## src/rtl/fetch_queue_pkg.sv

```systemverilog
// Shared CPU constants for the front end: reset fetch address, nop encoding,
// and the default datapath width.
package fetch_queue_pkg;

    localparam logic [31:0] PC_DEFAULT = 32'h0000_3000;
    localparam logic [31:0] INSTR_NOP  = 32'h0000_0000;
    localparam int          CPU_DATA_W = 32;

endpackage

```

## src/rtl/fq_ptr.sv

```systemverilog
// Wrapping PTR_W-bit pointer for the fetch queue; clr beats inc, and the
// wrap from DEPTH-1 to 0 comes from the natural PTR_W-bit overflow.
module fq_ptr #(
    parameter int PTR_W = 2
) (
    input  logic             clk,
    input  logic             reset,
    input  logic             inc,
    input  logic             clr,
    output logic [PTR_W-1:0] ptr
);

    always_ff @(posedge clk or negedge reset) begin
        if (!reset) begin
            ptr <= '0;
        end else if (clr) begin
            ptr <= '0;
        end else if (inc) begin
            ptr <= ptr + 1'b1;
        end
    end

endmodule

```

## src/rtl/fetch_queue.sv

```systemverilog
// Instruction fetch buffer: circular FIFO of (pc, instr) pairs between the PC
// stage and decode, with a flush that drops everything on a redirect.
module fetch_queue
    import fetch_queue_pkg::*;
#(
    parameter int DEPTH  = 4,
    parameter int PTR_W  = 2,
    parameter int DATA_W = CPU_DATA_W
) (
    input  logic              clk,
    input  logic              reset,
    input  logic              in_valid,
    input  logic [DATA_W-1:0] in_pc,
    input  logic [DATA_W-1:0] in_instr,
    output logic              in_ready,
    output logic              out_valid,
    output logic [DATA_W-1:0] out_pc,
    output logic [DATA_W-1:0] out_instr,
    input  logic              out_ready,
    input  logic              flush,
    output logic [PTR_W:0]    count
);

    localparam logic [PTR_W:0] FULL_COUNT = DEPTH[PTR_W:0];

    logic [DATA_W-1:0] pc_mem    [DEPTH];
    logic [DATA_W-1:0] instr_mem [DEPTH];
    logic [PTR_W-1:0]  wr_ptr;
    logic [PTR_W-1:0]  rd_ptr;
    logic              push;
    logic              pop;

    // Handshake: a transfer happens on an edge where valid and ready are both
    // high; ready/valid here depend only on registered count, never on the
    // partner's signal, and a flush on that edge cancels both transfers.
    assign in_ready  = (count != FULL_COUNT);
    assign out_valid = (count != '0);
    assign push      = in_valid & in_ready & ~flush;
    assign pop       = out_valid & out_ready & ~flush;

    fq_ptr #(.PTR_W(PTR_W)) u_wr_ptr (
        .clk   (clk),
        .reset (reset),
        .inc   (push),
        .clr   (flush),
        .ptr   (wr_ptr)
    );

    fq_ptr #(.PTR_W(PTR_W)) u_rd_ptr (
        .clk   (clk),
        .reset (reset),
        .inc   (pop),
        .clr   (flush),
        .ptr   (rd_ptr)
    );

    always_ff @(posedge clk or negedge reset) begin
        if (!reset) begin
            count <= '0;
        end else if (flush) begin
            count <= '0;
        end else if (push && !pop) begin
            count <= count + 1'b1;
        end else if (pop && !push) begin
            count <= count - 1'b1;
        end
    end

    // Storage is not reset; only entries below count are ever presented.
    always_ff @(posedge clk) begin
        if (push) begin
            pc_mem[wr_ptr]    <= in_pc;
            instr_mem[wr_ptr] <= in_instr;
        end
    end

    assign out_pc    = out_valid ? pc_mem[rd_ptr]    : '0;
    assign out_instr = out_valid ? instr_mem[rd_ptr] : INSTR_NOP;

    // Upstream must hold a stalled pair until it is accepted (a redirect may change it).
    a_hold_stalled_pair: assert property (
        @(posedge clk) disable iff (!reset)
        (in_valid && !in_ready && !flush) |=> ($stable(in_pc) && $stable(in_instr))
    );

endmodule

```

## config.mk

```make
export PLATFORM = sky130hd
export DESIGN_NAME = fetch_queue
export DESIGN_NICKNAME = d
export VERILOG_FILES = /design/src/rtl/fetch_queue_pkg.sv /design/src/rtl/fq_ptr.sv /design/src/rtl/fetch_queue.sv
export SDC_FILE = /design/constraint.sdc
export NUM_CORES = 1
export LEC_CHECK = 0
export CAP_MARGIN = 25
export CORE_AREA = 2 2 179 111
export CTS_CLUSTER_SIZE = 40
export DETAILED_ROUTE_END_ITERATION = 8
export DIE_AREA = 0 0 181 113
export PLACE_DENSITY = 0.79
export SLEW_MARGIN = 20
export SYNTH_ARGS = -nofsm -noshare
export SYNTH_HDL_FRONTEND = slang
export SYNTH_SLANG_ARGS = --single-unit
```

## constraint.sdc

```tcl
create_clock -name clk -period 3.5 [get_ports clk]
set_input_delay 0.525 -clock clk [delete_from_list [all_inputs] [get_ports clk]]
set_output_delay 0.525 -clock clk [all_outputs]
set_load 0.01 [all_outputs]
```

==> summary.txt <==
Clocking
  • CTS Buffer Depth: 3
  • Hold-fix buffers, CTS: 0
  • CTS tree: yes
  • Clk_lat worst skew: 0.51 ns
  • H-Tree Depth: 1
  • Clock transition at path regs: 0.06 ns
  • CTS buffer count: 24
  • Post-cts resize count: 0
  • Post-CTS setup buffers: 0
  • Sink Count: around 260
  • Root Buffer: clkbuf_16

Worst setup path
  • CP top delay family: buffers and inverters
  • R2R Setup Slk: about 0.77 ns
  • Crit path largest cell delay: between 0.6 and 0.7 ns
  • CP arrival: between 2 and 3 ns
  • Worst Path Required: 2.97 ns
  • Setup crit end kind: primary output
  • Crit path buf inv count: 2
  • Crit path launch type: flip-flop
  • CP max stage cell: dfrtp_4
  • CP Max Fanout: 28
  • Cell Chain, Critical Path: buf_12 > mux4_2 > and2_1 > clkdlybuf4s50_1
  • WS Path Type: reg2out

Placement
  • RePlAce Congestion: between 0.7 and 0.8
  • Placed wire-length estimate: roughly 12 mm
  • I/O Buffers: around 140
  • DP Area: about 0.012 mm2

Timing
  • Worst Clk Skew: ~0.0083 ns
  • Max Slew Vio Count: 0
  • Relative slew margins: 0.619
  • Setup TNS: 0 ns
  • Period minus WS final: 3.25 ns
  • Final worst-path cycle share: 0.927
  • RSZ-0062 raised after global routing: no
  • Final Hold Viols: 0
  • Fmax: 0.308 GHz
  • Slew @ Worst Pin: about 0.57 ns
  • Final setup fails: 0

Floorplan
  • DIE AREA: 0.0205 mm2
  • Num rows: 39
  • Die height: around 110 um
  • Starting Density: 0.544
  • Core area: 0.0187 mm2
  • Number of placed I/O pins: approximately 140
  • Die Width: about 180 um

Pwr
  • PD cells: ~730 mW/mm2
  • VDD IR max: just over 0.4 mV
  • Leakage: about 4.1 nW

GRT
  • Vias in the first global route: roughly 5300
  • GRT Total Usage: 0.196
  • Initial antenna violation count: 2
  • Grt ovf: 0
  • Largest net degree at the start of global routing: between 40 and 50
  • First-pass GRT wire length: just over 30 mm

Cells and area
  • Layout Area Growth over Synthesis: 24.4%
  • Layout net count: 694
  • Layout cells sized above 1: 0.185
  • Fin area: approximately 0.013 mm2

Drt
  • Routed Antenna Nets: 0
  • Routed vias/inst: roughly 5.6
  • Vias: between 4000 and 5000
  • Post-DR wirelength/cell: roughly 22 um
  • Drt drc: 0
  • DR iter-0 viols: 487
  • Pre-Repair DR Iteration Count: 5
  • Post-Route WL: between 15 and 20 mm

Synthesis
  • Yosys reg bits: roughly 260
  • Count of cell types in the netlist: 27
  • Cell Area, Synth: between 0.01 and 0.015 mm2
  • Synth Instances: about 470
  • Syn_area_per_cell: about 22 um2
  • Synth Net Count: 540
  • Seq/Total Area, Yosys: 0.771
  • Ys Warns: 0

Min path
  • Worst Hold Class: in2async

Status
  • Status: finished clean

Flow run
  • Max-Cap Viols: 0
==> cell usage after synthesis <==
master / count / share of area
dfrtp_1: 7 / 0.017
ha_1: 4 / 0.0049
mux4_2: 64 / 0.14
xor2_1: 4 / 0.0034
or3b_1: 1 / 0.00086
buf_4: 3 / 0.0022
inv_1: 5 / 0.0018
a21boi_0: 1 / 0.00074
clkbuf_1: 8 / 0.0029
nand2_1: 5 / 0.0018
nor2_1: 8 / 0.0029
buf_2: 10 / 0.0049
edfxtp_1: 256 / 0.75
fa_1: 1 / 0.0020
a311oi_1: 1 / 0.00086
and2_1: 69 / 0.042
a221oi_1: 1 / 0.00086
buf_6: 5 / 0.0055
a21oi_1: 1 / 0.00049
nand3_1: 2 / 0.00098
mux2i_1: 1 / 0.00098
o22ai_1: 1 / 0.00061
xnor2_1: 3 / 0.0026
a2111oi_0: 1 / 0.00086
nor3_1: 2 / 0.00098
o21ai_0: 1 / 0.00049
or3_4: 1 / 0.0011
==> worst reg2reg max path: cells and delay by family, from the launching register on <==
kind,cells,cell delay [ns]
compound gates,3,0.71
simple gates,4,0.94
flops,1,0.51
fa+ha+maj,1,0.47
==> cell type report <==
| type | instances | area, um2 |
|---|---|---|
| inverters | 5 | 18.8 |
| multi-input cells | 172 | 2160 |
| clock buffers | 33 | 656 |
| clock inverters | 11 | 76.3 |
| diodes | 2 | 5.00 |
| repair buffers | 154 | 1590 |
| well taps | 246 | 308 |
| fillers | 1167 | 6060 |
| flip-flops and latches | 263 | 7870 |
==> per-stage QoR <==
stage	setup WS [ns]	total power, mW	cells	hold WS (ns)	util
global route	0.119	9.67	884	0.306	0.676
finish	0.254	9.27	886	0.288	0.677
floorplan	0.425	5.53	466	0.229	-
detailed placement	0.416	6.92	840	0.591	0.637
global placement	0.557	6.87	840	0.564	0.637
CTS	0.210	9.37	884	0.277	0.676
==> final timing paths <==
path                            startpoint               to  cells after the start
max reg2reg                       count[2]         count[1]                      8
min in group clk           u_wr_ptr.ptr[1]  u_wr_ptr.ptr[1]                      2
min                                  reset  u_rd_ptr.ptr[0]                      1
max in group asynchronous            reset  u_rd_ptr.ptr[0]                      1
min reg2reg                u_wr_ptr.ptr[1]  u_wr_ptr.ptr[1]                      2
max                        u_rd_ptr.ptr[0]        out_pc[2]                      4
==> per-layer routing <==
metal,track usage,up-vias,share of wire
met5,0,-,0
met1,0.282,2561,0.44
met3,0.0476,32,0.070
met2,0.315,183,0.47
met4,0.0401,0,0.021
li1,-,2179,-
==> registers in the layout, summed over array words and instances, names as in the netlist <==
signal	flops
u_wr_ptr.ptr	2
count	3
u_rd_ptr.ptr	2
pc_mem	128
instr_mem	128
==> report_power, final <==
| part | switching, mW | total [mW] | leakage, nW | internal [mW] |
|---|---|---|---|---|
| Clock | 1.07 | 2.45 | 0.357 | 1.38 |
| Combinational | 1.29 | 2.99 | 1.29 | 1.70 |
| Sequential | 0.145 | 3.83 | 2.41 | 3.68 |
| Total | 2.50 | 9.27 | 4.06 | 6.77 |
==> cell usage in the layout, fill, tap and decap left out, drive strengths merged, types with 2 or more instances in the layout <==
cell type and n:
edfxtp 256, buf 17, and2 69, dfrtp 7, clkbuf 33, xor2 4
ha 4, nor3 2, mux4 64, inv 6, xnor2 3, diode 2
nor2 8, nand3 2, clkinv 9, clkdlybuf4s50 137, nand2 5
==> logic make-up after synthesis <==
group,synth area share
AOI/OAI and AO/OA,0.00491
xor gates and xnor gates,0.00601
adders and majority gates,0.00687
buffers and inverters,0.0174
DFF,0.771
muxes,0.142
and+or+nand+nor,0.0511
No activity file was read; power rests on OpenSTA's default activity.
